**config.mk**
```make
export PLATFORM = sky130hd
export DESIGN_NAME = ir_prefetch_flat
export DESIGN_NICKNAME = d
export VERILOG_FILES = /design/src/rtl/kl_fetch_pkg.sv /design/src/rtl/ir_prefetch_if.sv /design/src/rtl/ir_prefetch_fifo.sv /design/src/rtl/ir_prefetch.sv /design/src/flat_wrapper.sv
export SDC_FILE = /design/constraint.sdc
export NUM_CORES = 1
export LEC_CHECK = 0
export ABC_AREA = 1
export BUFFER_PORTS_ARGS = -buffer_cell sky130_fd_sc_hd__buf_4
export CAP_MARGIN = 30
export CORE_ASPECT_RATIO = 1.2
export CORE_MARGIN = 2
export CORE_UTILIZATION = 50
export CTS_CLUSTER_SIZE = 24
export DETAILED_ROUTE_END_ITERATION = 8
export GPL_TIMING_DRIVEN = 0
export PLACE_DENSITY = 0.7
export SETUP_SLACK_MARGIN = 0.02
export SLEW_MARGIN = 20
export SYNTH_ARGS = -nofsm -noshare
export SYNTH_HDL_FRONTEND = slang
export SYNTH_SLANG_ARGS = --single-unit
```
**constraint.sdc**
```tcl
create_clock -name clk -period 8.7 [get_ports clk]
set_input_delay 1.74 -clock clk [delete_from_list [all_inputs] [get_ports clk]]
set_output_delay 1.74 -clock clk [all_outputs]
set_load 0.01 [all_outputs]
```
**src/rtl/kl_fetch_pkg.sv**
```systemverilog
// Shared types for the KL10 instruction prefetch path: fetch FSM states,
// address/word widths and the queued {word, pc} entry.
package kl_fetch_pkg;

  localparam int KL_PCW    = 18;
  localparam int KL_WORD_W = 36;

  typedef enum logic [1:0] {
    IDLE,
    FETCH,
    DISCARD
  } fetch_state_t;

  typedef struct packed {
    logic [0:KL_WORD_W-1] word;
    logic [KL_PCW-1:0]    pc;
  } fifo_entry_t;

endpackage

```
**src/rtl/ir_prefetch_if.sv**
```systemverilog
// Cache-side, EBOX-side and IR-side signals of the prefetch queue.
interface ir_prefetch_if
  import kl_fetch_pkg::*;
#(
  parameter int PCW   = KL_PCW,
  parameter int DEPTH = 4
);
  logic                   fetchEnable;
  logic                   redirect;
  logic [PCW-1:0]         redirectPC;
  logic                   cacheReq;
  logic [PCW-1:0]         cacheAddr;
  logic                   cacheAck;
  logic [0:KL_WORD_W-1]   cacheData;
  logic                   irValid;
  logic [0:KL_WORD_W-1]   irWord;
  logic [PCW-1:0]         irPC;
  logic                   irTake;
  logic                   loadIR;
  logic [$clog2(DEPTH):0] level;

  modport master (
    input  fetchEnable, redirect, redirectPC, cacheAck, cacheData, irTake,
    output cacheReq, cacheAddr, irValid, irWord, irPC, loadIR, level
  );

  modport slave (
    output fetchEnable, redirect, redirectPC, cacheAck, cacheData, irTake,
    input  cacheReq, cacheAddr, irValid, irWord, irPC, loadIR, level
  );
endinterface

```
**src/rtl/ir_prefetch_fifo.sv**
```systemverilog
// DEPTH-entry synchronous FIFO of {word, pc}; separate level counter keeps
// full and empty unambiguous. Head reads zero while empty.
module ir_prefetch_fifo
  import kl_fetch_pkg::*;
#(
  parameter  int DEPTH = 4,
  localparam int PTR_W = $clog2(DEPTH),
  localparam int LVL_W = PTR_W + 1
) (
  input  logic             clk,
  input  logic             resetN,
  input  logic             push,
  input  fifo_entry_t      push_data,
  input  logic             pop,
  input  logic             flush,
  output fifo_entry_t      head,
  output logic [LVL_W-1:0] level
);

  fifo_entry_t      mem [DEPTH];
  logic [PTR_W-1:0] rd_ptr;
  logic [PTR_W-1:0] wr_ptr;
  logic             do_pop;

  assign do_pop = pop && (level != '0);
  assign head   = (level != '0) ? mem[rd_ptr] : '0;

  always_ff @(posedge clk or negedge resetN) begin
    if (!resetN) begin
      rd_ptr <= '0;
      wr_ptr <= '0;
      level  <= '0;
    end else if (flush) begin
      rd_ptr <= '0;
      wr_ptr <= '0;
      level  <= '0;
    end else begin
      if (push)   wr_ptr <= wr_ptr + PTR_W'(1);
      if (do_pop) rd_ptr <= rd_ptr + PTR_W'(1);
      if (push && !do_pop)      level <= level + LVL_W'(1);
      else if (do_pop && !push) level <= level - LVL_W'(1);
    end
  end

  always_ff @(posedge clk) begin
    if (push && !flush) mem[wr_ptr] <= push_data;
  end

  // The fetch side reserves a slot before requesting, so this never fires.
  push_not_full: assert property (@(posedge clk) disable iff (!resetN)
    push |-> (level != LVL_W'(DEPTH)));

endmodule

```
**src/rtl/ir_prefetch.sv**
```systemverilog
// Instruction prefetch queue ahead of IR: sequential cache fetch, buffering
// of returned words with their PCs, and load-IR strobe generation.
//
// state   | meaning
// --------+--------------------------------------------------------------
// IDLE    | no request outstanding; issue when enabled and a slot is free
// FETCH   | request outstanding; its word will be queued on ack
// DISCARD | request outstanding but made stale by a redirect; drop on ack
module ir_prefetch
  import kl_fetch_pkg::*;
#(
  parameter int DEPTH = 4,
  parameter int PCW   = KL_PCW
) (
  input logic           clk,
  input logic           resetN,
  ir_prefetch_if.master bus
);

  localparam int LVL_W = $clog2(DEPTH) + 1;

  fetch_state_t     state;
  logic [PCW-1:0]   fetch_pc;
  logic [PCW-1:0]   cache_addr_q;
  logic             cache_req_q;
  logic             push;
  logic             pop;
  logic             slot_free;
  fifo_entry_t      push_entry;
  fifo_entry_t      head;
  logic [LVL_W-1:0] level;

  assign pop        = bus.irTake && bus.irValid && !bus.redirect;
  assign push       = (state == FETCH) && bus.cacheAck && !bus.redirect;
  assign push_entry = '{word: bus.cacheData, pc: KL_PCW'(cache_addr_q)};
  assign slot_free  = (int'(level) + int'(state != IDLE)) < DEPTH;

  ir_prefetch_fifo #(.DEPTH(DEPTH)) u_fifo (
    .clk       (clk),
    .resetN    (resetN),
    .push      (push),
    .push_data (push_entry),
    .pop       (pop),
    .flush     (bus.redirect),
    .head      (head),
    .level     (level)
  );

  always_ff @(posedge clk or negedge resetN) begin
    if (!resetN) begin
      state        <= IDLE;
      fetch_pc     <= '0;
      cache_req_q  <= 1'b0;
      cache_addr_q <= '0;
    end else begin
      if (bus.redirect) fetch_pc <= bus.redirectPC;
      else if (push)    fetch_pc <= fetch_pc + PCW'(1);

      case (state)
        IDLE: begin
          if (bus.fetchEnable && !bus.redirect && slot_free) begin
            state        <= FETCH;
            cache_req_q  <= 1'b1;
            cache_addr_q <= fetch_pc;
          end
        end
        FETCH: begin
          // A same-cycle redirect drops the acked word via the push gate.
          if (bus.cacheAck) begin
            state       <= IDLE;
            cache_req_q <= 1'b0;
          end else if (bus.redirect) begin
            state <= DISCARD;
          end
        end
        DISCARD: begin
          if (bus.cacheAck) begin
            state       <= IDLE;
            cache_req_q <= 1'b0;
          end
        end
        default: begin
          state       <= IDLE;
          cache_req_q <= 1'b0;
        end
      endcase
    end
  end

  assign bus.cacheReq  = cache_req_q;
  assign bus.cacheAddr = cache_addr_q;
  assign bus.irValid   = (level != '0);
  assign bus.irWord    = head.word;
  assign bus.irPC      = PCW'(head.pc);
  assign bus.loadIR    = pop;
  assign bus.level     = level;

endmodule
```
**src/flat_wrapper.sv**
```systemverilog
// flat-port wrapper written by rule: the top's interface ports become plain ports
module ir_prefetch_flat import kl_fetch_pkg::*;
#(
  parameter int DEPTH = 4,
  parameter int PCW   = KL_PCW
)
  (clk, resetN, bus_fetchEnable, bus_redirect, bus_redirectPC, bus_cacheAck, bus_cacheData, bus_irTake, bus_cacheReq, bus_cacheAddr, bus_irValid, bus_irWord, bus_irPC, bus_loadIR, bus_level);
  ir_prefetch_if #(.PCW(PCW), .DEPTH(DEPTH)) bus_i ();
  input logic clk;
  input logic resetN;
  input wire logic [$bits(bus_i.fetchEnable)-1:0] bus_fetchEnable;
  input wire logic [$bits(bus_i.redirect)-1:0] bus_redirect;
  input wire logic [$bits(bus_i.redirectPC)-1:0] bus_redirectPC;
  input wire logic [$bits(bus_i.cacheAck)-1:0] bus_cacheAck;
  input wire logic [$bits(bus_i.cacheData)-1:0] bus_cacheData;
  input wire logic [$bits(bus_i.irTake)-1:0] bus_irTake;
  output wire logic [$bits(bus_i.cacheReq)-1:0] bus_cacheReq;
  output wire logic [$bits(bus_i.cacheAddr)-1:0] bus_cacheAddr;
  output wire logic [$bits(bus_i.irValid)-1:0] bus_irValid;
  output wire logic [$bits(bus_i.irWord)-1:0] bus_irWord;
  output wire logic [$bits(bus_i.irPC)-1:0] bus_irPC;
  output wire logic [$bits(bus_i.loadIR)-1:0] bus_loadIR;
  output wire logic [$bits(bus_i.level)-1:0] bus_level;
  assign bus_i.fetchEnable = bus_fetchEnable;
  assign bus_i.redirect = bus_redirect;
  assign bus_i.redirectPC = bus_redirectPC;
  assign bus_i.cacheAck = bus_cacheAck;
  assign bus_i.cacheData = bus_cacheData;
  assign bus_i.irTake = bus_irTake;
  assign bus_cacheReq = bus_i.cacheReq;
  assign bus_cacheAddr = bus_i.cacheAddr;
  assign bus_irValid = bus_i.irValid;
  assign bus_irWord = bus_i.irWord;
  assign bus_irPC = bus_i.irPC;
  assign bus_loadIR = bus_i.loadIR;
  assign bus_level = bus_i.level;
  ir_prefetch #(.DEPTH(DEPTH), .PCW(PCW)) u_core (.clk(clk), .resetN(resetN), .bus(bus_i));
endmodule
```
==> flow_summary.yaml <==
logic_synthesis:
  netlist-cell-type-count: 38
  synth-edff-count: 216
  post_synth_fa_ha_maj_area_fraction: 0.0111
  netlist_instances: 923
  postSynthRegisterBits: 262
  synthesis.nets: 992
  synth.top_cells.by_area: "sky130_fd_sc_hd__edfxtp_1, sky130_fd_sc_hd__dfrtp_1, sky130_fd_sc_hd__nor2_1, sky130_fd_sc_hd__o21ai_0, sky130_fd_sc_hd__nand2_1"
  fraction_of_the_mapped_netlist_area_in_simple_logic_gates: 0.134
  async_flop_share: 0.176
  syn-cell-area_um2: 10900
  yosysSeqAreaShare: 0.704
  netlist.top_cell.by_area: "sky130_fd_sc_hd__edfxtp_1"
  synth_xor_xnor_area_share: 0.00969
  synth_top_family_by_area: "simple AND/OR/NAND/NOR gates"
  synth.most_common_cell: "sky130_fd_sc_hd__nor2_1"
  yosys.area.top_type_share: 0.598
  muxShareOfSynthArea: 0.0114
  ys_dominant_reg_cell: "sky130_fd_sc_hd__edfxtp_1"
  complex_gate_fraction_of_the_synthesized_area: 0.0952
  yosys_synthesis_warning_count: 0
  list_of_most_frequent_post_synthesis_cells: "sky130_fd_sc_hd__nor2_1, sky130_fd_sc_hd__edfxtp_1, sky130_fd_sc_hd__o21ai_0"
  synthesis.area_per_instance_um2: 11.8
worst_setup_path:
  crit_fanout: 10
  crit_chain: "buf_6 -> clkbuf_1 -> nor2_1 -> buf_4"
  cp_data_arrival_time_ns: 2.53
  r2r.worst_path.cells: 8
  max_stage_delay_ns: 0.41
  startpoint_type: "input pin"
  end_kind: "primary output"
  critical_path_required_ns: 6.96
  crit_slowest_cell: "sky130_fd_sc_hd__clkbuf_1"
  crit_type: "input pin to primary output"
floorplan:
  dieArea_um2: 22900
  effective_utilization_at_floorplan: 0.505
  boundaryPins: 138
  floorplan.rows: 59
  die_height_um: 165
  core_region_area_um2: 21500
  die_extent_in_x_um: 138
power:
  clkPwrFrac: 0.266
  seq_power_share: 0.428
  power.leakage_nw: 5.04
  irDropWorstVdd_v: 0.000201
  switching_share: 0.322
  cellPowerDensity_nw_per_um2: 289
  switchingPower_mw: 1.24
  cellInternalPower_mw: 2.61
  share_comb_of_total_power: 0.306
clock_network:
  clk_transition_reported_paths_ns: 0.07
  cts.hold.buffers_added: 0
  number_of_clock_sinks: 262
  cts.htree.levels: 1
  cts_tree: "done"
  cts-root-to-sink-buffers: 3
  cts_root_buf: "sky130_fd_sc_hd__clkbuf_16"
  post_cts_resize_count: 0
  clkLatencyLatePin_ns: 0.51
  cts_setup_buffers: 0
  cts_inserted_buffers: 24
sta:
  max-slew-margin-rel: 0.594
  clock_skew_ns: 0.0154
  finalHoldViolCount: 0
  finalSetupViolCount: 0
  grt_setup_unrepaired: "no"
  worstMarginPinSlew_ns: 0.608
  tcrit_tclk_final: 0.491
  final_period_minus_worst_setup_slack_ns: 4.27
  whs_ns: 0.511
  timing.fmax_mhz: 234
  finalSetupTns_ns: 0
  slew_viol_final: 0
drt:
  wl_met1_um: 9700
  drt_iter0_markers: 636
  vias: 7339
  route.met2.wl_um: 12400
  wire_length_per_cell_um: 17.4
  wl_um: 24100
  dr.pass1.iters: 5
  drtAntennaViolNets: 0
  highest-signal-layer: "met4"
  remaining_drc_errors: 0
  via_per_inst: 5.29
  routed-wl-met3_um: 1480
place:
  hpwl_after_detailed_placement_um: 16000
  place_area_um2: 12500
  portBuffers: 136
  dp_cells: 1344
  gp_congestion: 0.838
grt:
  globalRouteOverflowTotal: 0
  grt_antenna_before_repair: 0
  global_route_wire_length_before_repair_um: 36800
  grt_start_max_net_pins: 47
  globalRouteTotalUtil: 0.206
  grt_pass1_vias: 7008
finish:
  design.final.nets: 1165
  insertedDiodeCount: 0
  fraction_of_final_layout_cells_with_drive_strength_greater_than_1: 0.226
  fin_cells: 1388
  finalInstanceArea_um2: 13300
  area_growth_syn_to_layout_pct: 22.8
min_path:
  hold_path_depth: 2
  hp-class: "flop to flop"
run:
  drv.max_cap_violation_count: 0
outcome:
  outcome: "complete, no violations"
## final timing paths
path,startpoint,to,slack [ns]
max,bus_redirect,bus_loadIR,4.43
min,u_core.bus.cacheReq,u_core.bus.cacheReq,0.51
max reg2reg,u_core.state[1],u_core.u_fifo.mem[3][8],5.97
min reg2reg,u_core.bus.cacheReq,u_core.bus.cacheReq,0.51
max in group asynchronous,resetN,u_core.bus.cacheAddr[8],7.05
min in group asynchronous,resetN,u_core.fetch_pc[11],1.23
## per-layer routing
layer | track usage | vias to the layer above
met1 | 0.263 | 3518
met4 | 0.0659 | 0
li1 | - | 3541
met5 | 0 | -
met3 | 0.0309 | 33
met2 | 0.366 | 247
## layout make-up
cell class / instances / area [µm²]
Inverter: 30 / 115
Sequential cell: 262 / 7640
Buffer: 47 / 262
Fill cell: 1625 / 8160
Clock buffer: 28 / 637
Timing Repair Buffer: 147 / 1320
Clock inverter: 16 / 140
Tap cell: 274 / 343
Multi-Input combinational cell: 584 / 2870
## through the flow
| step | util | setup WS, ns | total power, mW |
|---|---|---|---|
| floorplan | - | 3.80 | 2.27 |
| global route | 0.620 | 4.35 | 4.06 |
| detailed placement | 0.584 | 4.40 | 2.86 |
| CTS | 0.620 | 4.40 | 3.88 |
| global placement | 0.569 | 1.70 | 2.82 |
| finish | 0.620 | 4.43 | 3.85 |
## power by group through the flow
stage	Sequential, mW	Combinational [mW]	Clock (mW)
after detailed placement	1.67	1.19	0
after CTS	1.65	1.19	1.04
after global routing	1.67	1.30	1.09
after floorplan	1.66	0.608	0
after global placement	1.68	1.14	0
final	1.65	1.18	1.03
## logic make-up (layout without fill, tap and decap cells)
logic type	after synthesis	after routing
AOI/OAI and AO/OA	196	196
xor gates and xnor gates	12	12
adders and majority gates	9	9
buffers and inverters	77	268
DFF	262	262
muxes	11	11
and+or+nand+nor	356	356
## critical path, delay by kind of cell
family                 cells  cell delay, ns
buffers and inverters      3            0.69
and+or+nand+nor            1            0.10
## registers in the layout, indices dropped and copies added (netlist names)
| name | count |
|---|---|
| u_core.u_fifo.mem | 216 |
| u_core.fetch_pc | 18 |
| u_core.bus.cacheAddr | 18 |
| u_core.u_fifo.rd_ptr | 2 |
| u_core.state | 2 |
| u_core.bus.cacheReq | 1 |
| u_core.u_fifo.wr_ptr | 2 |
| u_core.u_fifo.level | 3 |
## layout by cell type (no fill, tap or decap), drive strengths merged, types with 8 or more instances in the layout
cell    instances
buf           174
ha              8
mux2           11
inv            31
nand2          85
edfxtp        216
dfrtp          46
nor2          245
o21a            8
a21oi          59
clkinv          9
clkbuf         48
nand3          21
o21ai         120
Power figures use the tool's default switching activity.
